## config.mk

```make
export PLATFORM = sky130hd
export DESIGN_NAME = div_unit
export DESIGN_NICKNAME = d
export VERILOG_FILES = /design/src/rtl/div_unit_pkg.sv /design/src/rtl/div_unit.sv
export SDC_FILE = /design/constraint.sdc
export NUM_CORES = 1
export LEC_CHECK = 0
export ABC_AREA = 1
export BUFFER_PORTS_ARGS = -buffer_cell sky130_fd_sc_hd__buf_2
export CAP_MARGIN = 20
export CORE_MARGIN = 10
export CORE_UTILIZATION = 33
export CTS_CLUSTER_SIZE = 25
export DETAILED_ROUTE_END_ITERATION = 10
export SLEW_MARGIN = 20
export SYNTH_ARGS = -nofsm -noshare
export SYNTH_HDL_FRONTEND = slang
export SYNTH_SLANG_ARGS = --single-unit
```

## constraint.sdc

```tcl
create_clock -name clk -period 5.8 [get_ports clk]
set_input_delay 0.58 -clock clk [delete_from_list [all_inputs] [get_ports clk]]
set_output_delay 0.58 -clock clk [all_outputs]
set_load 0.02 [all_outputs]
```

## src/rtl/div_unit_pkg.sv

```systemverilog
// Shared types and helpers for the EX-stage multi-cycle divider.
// Holds the FSM encoding, handshake levels and operand sign helpers.
package div_unit_pkg;

    typedef enum logic [1:0] {
        DIV_FREE   = 2'b00,
        DIV_BYZERO = 2'b01,
        DIV_ON     = 2'b10,
        DIV_END    = 2'b11
    } div_state_e;

    localparam logic       DIV_RESULT_READY     = 1'b1;
    localparam logic       DIV_RESULT_NOT_READY = 1'b0;
    localparam logic       STOP                 = 1'b1;
    localparam logic       NO_STOP              = 1'b0;
    localparam logic [5:0] DIV_STEPS            = 6'd32;

    function automatic logic [31:0] neg32(input logic [31:0] v);
        return (~v) + 32'd1;
    endfunction

    function automatic logic [31:0] abs32(
        input logic        is_signed,
        input logic [31:0] v
    );
        return (is_signed && v[31]) ? neg32(v) : v;
    endfunction

endpackage

```

## src/rtl/div_unit.sv

```systemverilog
// Restoring 32-bit divider for DIV/DIVU, one quotient bit per cycle.
// Raises a stall request to ctrl until the {rem, quot} result is ready.
module div_unit
    import div_unit_pkg::*;
(
    input  logic        clk,
    input  logic        rst,
    input  logic        signed_div_i,
    input  logic [31:0] opdata1_i,
    input  logic [31:0] opdata2_i,
    input  logic        start_i,
    input  logic        annul_i,
    output logic [63:0] result_o,
    output logic        ready_o,
    output logic        stallreq_o
);

    div_state_e  r_state;
    logic [5:0]  r_cnt;
    logic [31:0] r_rem;
    logic [31:0] r_quo;
    logic [31:0] r_divisor;
    logic        r_neg_quo;
    logic        r_neg_rem;

    logic        w_go;
    logic [32:0] w_partial;
    logic [32:0] w_diff;
    logic        w_borrow;
    logic [31:0] w_quo_fix;
    logic [31:0] w_rem_fix;

    assign w_go      = start_i & ~annul_i;
    assign w_partial = {r_rem, r_quo[31]};
    assign w_diff    = w_partial - {1'b0, r_divisor};
    assign w_borrow  = w_diff[32];
    assign w_quo_fix = r_neg_quo ? neg32(r_quo) : r_quo;
    assign w_rem_fix = r_neg_rem ? neg32(r_rem) : r_rem;

    assign stallreq_o = (w_go && r_state != DIV_END) ? STOP : NO_STOP;

    always_ff @(posedge clk or posedge rst) begin
        if (rst) begin
            r_state   <= DIV_FREE;
            r_cnt     <= '0;
            r_rem     <= '0;
            r_quo     <= '0;
            r_divisor <= '0;
            r_neg_quo <= 1'b0;
            r_neg_rem <= 1'b0;
            result_o  <= '0;
            ready_o   <= DIV_RESULT_NOT_READY;
        end else begin
            unique case (r_state)
                DIV_FREE: begin
                    result_o <= '0;
                    ready_o  <= DIV_RESULT_NOT_READY;
                    if (w_go) begin
                        if (opdata2_i == 32'd0) begin
                            r_state <= DIV_BYZERO;
                        end else begin
                            r_state   <= DIV_ON;
                            r_cnt     <= '0;
                            r_rem     <= '0;
                            r_quo     <= abs32(signed_div_i, opdata1_i);
                            r_divisor <= abs32(signed_div_i, opdata2_i);
                            r_neg_quo <= signed_div_i &
                                         (opdata1_i[31] ^ opdata2_i[31]);
                            r_neg_rem <= signed_div_i & opdata1_i[31];
                        end
                    end
                end
                DIV_BYZERO: begin
                    r_state  <= DIV_END;
                    result_o <= '0;
                    ready_o  <= DIV_RESULT_READY;
                end
                DIV_ON: begin
                    if (annul_i) begin
                        r_state <= DIV_FREE;
                        ready_o <= DIV_RESULT_NOT_READY;
                    end else if (r_cnt != DIV_STEPS) begin
                        // r_quo shifts the dividend out and the quotient in
                        r_rem <= w_borrow ? w_partial[31:0] : w_diff[31:0];
                        r_quo <= {r_quo[30:0], ~w_borrow};
                        r_cnt <= r_cnt + 6'd1;
                    end else begin
                        r_state  <= DIV_END;
                        result_o <= {w_rem_fix, w_quo_fix};
                        ready_o  <= DIV_RESULT_READY;
                    end
                end
                DIV_END: begin
                    if (!w_go) begin
                        r_state  <= DIV_FREE;
                        result_o <= '0;
                        ready_o  <= DIV_RESULT_NOT_READY;
                    end
                end
                default: r_state <= DIV_FREE;
            endcase
        end
    end

endmodule
```

# Word level (Yosys, flattened, before mapping)
# Cells that the tools add are included.
# classes
addsub	6
eq_ne	12
mux	35
n_bitwise	11
reduce_logical	12
# op_table
cell	n
two-way mux 32 bit	13
two-way mux 64 bit	3
case mux 64 bit (3 select lines)	1
adder 32 x 1 -> 32 bit (second input constant)	4
NOT 32 bit	4
case mux 32 bit (2 select lines)	2
subtractor 33 x 32 -> 33 bit	1
zero test 32 bit	1
two-way mux 6 bit	4
!= test 2 bit (second input constant)	7
case mux 6 bit (2 select lines)	1
two-way mux 2 bit	5
AND reduction 3 bit	3
case mux 2 bit (4 select lines)	1
adder 6 x 1 -> 6 bit (second input constant)	1
!= test 6 bit (second input constant)	1
AND reduction 5 bit	1
== test 2 bit (second input constant)	2
two-way mux 1 bit	4
case mux 1 bit (4 select lines)	1
bitwise AND 1 bit	3
logical AND 1 bit	3
!= test 3 bit (second input constant)	1
NOT 1 bit	3
6 further kinds	6
# totals
ff_bits	171
input_bits	69
output_inout_bits	66
word_cells	85

# Longest topological paths before layout
# logic_depth
depth_word	6
depth_mapped	18
ltp_nobuf	17

# Worst setup path after synthesis
# OpenSTA, ideal clock, no wires.
# synth_path
path_type	register to register
startpoint	register r_quo[31]
endpoint	register r_rem[11]
setup_ps	117
t_arrival_ps	2093
t_required_ps	5683
slack_ps	3590
path_stages_with_launch	19
path_buffers	1
period_less_slack_ps	2210
path_cell_list	dfrtp_1 inv_1 ha_1 fa_1 inv_1 nand2_1 nand2_1 nand3_1 nand2_2 nand2_2 nand2_4 nand2_4 nand2_4 nand2_8 nand2_8 buf_12 nand2_2 nand3_1 nand2_1
# synth_via
elab_chain_cells	5
# synth_lines
element	line	text
start, declared	div_unit.sv:21	logic [31:0] r_quo;
start signal, assigned	div_unit.sv:65	r_quo <= abs32(signed_div_i, opdata1_i);
start signal, assigned	div_unit.sv:85	r_quo <= {r_quo[30:0], ~w_borrow};
subtractor 33 x 32 -> 33 bit	div_unit.sv:35	assign w_diff = w_partial - {1'b0, r_divisor};
two-way mux 32 bit	div_unit.sv:84	r_rem <= w_borrow ? w_partial[31:0] : w_diff[31:0];
two-way mux 32 bit	div_unit.sv:82	end else if (r_cnt != DIV_STEPS) begin
two-way mux 32 bit	div_unit.sv:79	if (annul_i) begin
case mux 32 bit (2 select lines)	div_unit.sv:54	unique case (r_state)
end signal, assigned	div_unit.sv:84	
end, declared	div_unit.sv:20	logic [31:0] r_rem;
# Every way passes these cells. The select of a mux whose other input is x is not followed.
# A chain may end at the register's enable or synchronous reset.

# Worst setup path after layout
# layout_path
startpoint	register r_state[0]
endpoint	register r_quo[19]
# layout_via
elab_chain_cells	3
word_cells_on_any_way	9
cone_classes	eq/ne: 5; mux: 1; reduce/logical: 3
# layout_lines
element	line	text
start, declared	div_unit.sv:18	div_state_e r_state;
start signal, assigned	div_unit.sv:44	r_state <= DIV_FREE;
start signal, assigned	div_unit.sv:60	r_state <= DIV_BYZERO;
start signal, assigned	div_unit.sv:62	r_state <= DIV_ON;
== test 2 bit or zero test 2 bit (tied branches)	div_unit.sv:54	
!= test 2 bit (no source line) or nonzero test 2 bit (tied branches)	--	
AND reduction 5 bit (no source line)	--	
# Several ways; a longest one is shown, not always the timed one.

==> qor.yml <==
outcome: "finished, final reports clean"
drc_errors: 0
port_buffers: 134
synth-warning-count: 0
fp.coreArea_sq_um: 40650
worstPathCellList: "inv_1 -> ha_1 -> clkinv_1 -> nand4_1 -> inv_1 -> nand2_1 -> o211ai_1"
antenna_cells_inserted: 0
ys_seq_area_frac: 0.3171
cp.arrival_ns: 3.72
first_global_vias: 13188
finalWeightedCongestion: 0.9377
postSynthCellCount: 2086
placedInstanceArea_sq_um: 14590
final_cell_area_sq_um: 15170
crit_path_max_fanout: 21
syn-cell-area_sq_um: 13490
ant_nets: 0
finalCriticalPeriod_ns: 3.390
route.vias.total: 13612
wl_per_cell_microns: 16.08
endpoints_failing_hold: 0
max_cap_violations: 0
ys_ff_latch: 171
asyncSetResetFlopFracSynth: 1.000
cts_tree: "done"
critical_path.n_buffers_inverters: 3
post-synth-top-area-cell: "dfrtp_1"
post_cts.repair.setup_buffers: 0
grt_first_pass_wirelength_mm: 70.87
ctsRootBufferMaster: "clkbuf_16"
timing.rr.start: "r_state[0]"
fp-row-count: 74
setup_total_negative_slack_ns: 0
num_io_pins: 135
critical-path-max-stage-delay_ns: 0.81
dominant_cell_type_by_count_on_the_critical_path: "inv_1"
synth_edf_count: 0
maxSlewViolCount: 0
crit_path_top_delay_cell: "nand4_1"
final_min_period_over_clock_period: 0.5844
timing.critical_path.from: "r_state[0]"
most_common_cell_after_layout_fill_and_taps_aside: "nand2_1"
worst_slew_pin_slew_ns: 1.002
grt_start_max_net_pins: 161
chipHeight_microns: 222.2
synth_cell_type_count: 51
post_synth.cell_area_avg_sq_um: 6.468
synth.top_cell.area_share: 0.3171
synth_nets: 2199
route.detailed.vias_per_inst: 4.984
floorplan.initialDensity: 0.3320
max-vdd-ir-drop_uv: 204.9
fraction_of_layout_instances_using_a_drive_strength_above_1: 0.1114
power.leakage_nw: 8.204
utilization: 0.3733
multi_input_comb_area_sq_um: 7740
path_category_of_the_worst_min_delay_check: "in -> async"
power.density_cell_area_nw_per_um2: 411.6
overflow: 0
max-clock-path-buffers: 2
dominantRegCellSynth: "dfrtp_1"
drtIter0Drc: 1134
holdBufCountCts: 0
final.fill_count: 4323
antenna_found_initial: 0
layout-area-overhead-vs-synth_pct: 12.45
place.detailed.hpwl_mm: 34.98
post_cts_clock_slew_at_the_launch_and_capture_registers_of_the_worst_setup_and_hold_paths_ns: 0.08
ctsHtreeMaxLevel: 4
die_outline_area_sq_um: 49380
setup_viol_count_final: 0
clock_skew_ns: 0.01157
number_of_clock_buffers_inserted_by_tritoncts: 17
critPathRequiredTime_ns: 6.13
cp-end-kind: "flop"
detailedRoute.firstPassIterationCount: 5
cell_family_with_the_largest_share_of_critical_path_delay: "buffers and inverters"
total_detailed_routing_wirelength_mm: 43.92
seq_area_sq_um: 4279
setup.worst_path.class: "reg -> reg"
clock_sinks: 171
layout_common_cells: "nand2_1 (684), inv_1 (300), nand3_1 (179), dfrtp_1 (171), nor2_1 (154)"
critical_path.startpoint_type: "flop"
finalNetCount: 2299
grt.total_usage: 0.1755
synthTopCellsByArea: "dfrtp_1 (32%), nand2_1 (19%), inv_1 (8.4%)"
cts.repair.resized: 0
source_to_sink_clock_delay_at_the_later_pin_of_the_worst_skew_pair_ns: 0.45
chipWidth_microns: 222.2
relSlewSlack: 0.3319
rsz0062_at_grt: "no"
clock.fmax_mhz: 295.0
-- path summary, 6_finish.rpt --
check | endpoint | slack, ns | cells past startpoint
worst max-delay path | r_quo[19] | 2.41 | 7
worst min-delay path | r_divisor[0] | 0.03 | 2
worst max register to register | r_quo[19] | 2.41 | 7
worst min register to register | result_o[21] | 0.48 | 2
max in group asynchronous | result_o[33] | 4.59 | 3
min in group clk | r_quo[31] | 0.43 | 3
-- flip-flops by register name, indices dropped and copies added (netlist names) --
register   cells
r_neg_rem      1
r_cnt          6
result_o      64
r_neg_quo      1
r_divisor     32
r_quo         32
r_rem         32
ready_o        1
r_state        2
-- where the power goes --
part           internal (mW)  switching, mW
sequential              1.55          0.346
clock                  0.607          0.561
combinational          0.930           2.26
-- stage by stage --
step	worst slack [ns]	power [mW]	hold slack, ns	std cells
final	2.410	6.246	0.03314	2731
after global routing	2.116	6.753	0.03390	2731
after CTS	2.435	6.257	0.02114	2731
after detailed placement	2.434	5.071	0.4634	2699
after global placement	2.525	5.029	0.4639	2699
after floorplan	0.5882	4.109	0.4489	2086
-- cell usage after synthesis (6+ instances only) --
cell        n
inv_2       8
inv_1     301
buf_4       9
nand3b_1   13
xnor2_1    20
nand2_1   684
xor2_1     41
nand4_1    28
nor2_1    156
o41ai_1     6
nor2_2      8
o211ai_1   31
o31ai_1     9
clkbuf_1   20
or2_2       6
nand3_1   180
a21oi_1    69
o21ai_1    11
nand3_2     8
dfrtp_1   171
ha_1       43
buf_1       7
nor3_1     36
a22oi_1     6
buf_2      21
o21ai_0   116
nand2_2    25
-- area by class of cell --
type,count,area share
multi-input combinational,1545,0.5101
tap,532,0.04387
sequential,171,0.2820
clock buffer,17,0.02804
timing repair buffer,141,0.04849
inverter,310,0.07702
clock inverter,15,0.01047
-- logic make-up after synthesis --
logic type,Yosys count,share of synthesized area
AO/OA/AOI/OAI,273,0.1176
XOR/XNOR,61,0.03960
adder cells (fa/ha/maj),44,0.04136
buffers and inverters,370,0.1103
flip-flops,171,0.3171
AND/OR/NAND/NOR,1167,0.3740
-- metal layers --
layer,routed length (microns),track usage,vias to the layer above
li1,-,-,6875
met1,20190,0.2316,6333
met2,20800,0.2940,363
met3,2066,0.02140,41
met4,856,0.05091,0
met5,0,0,-
(Power assumes the default switching activity.)
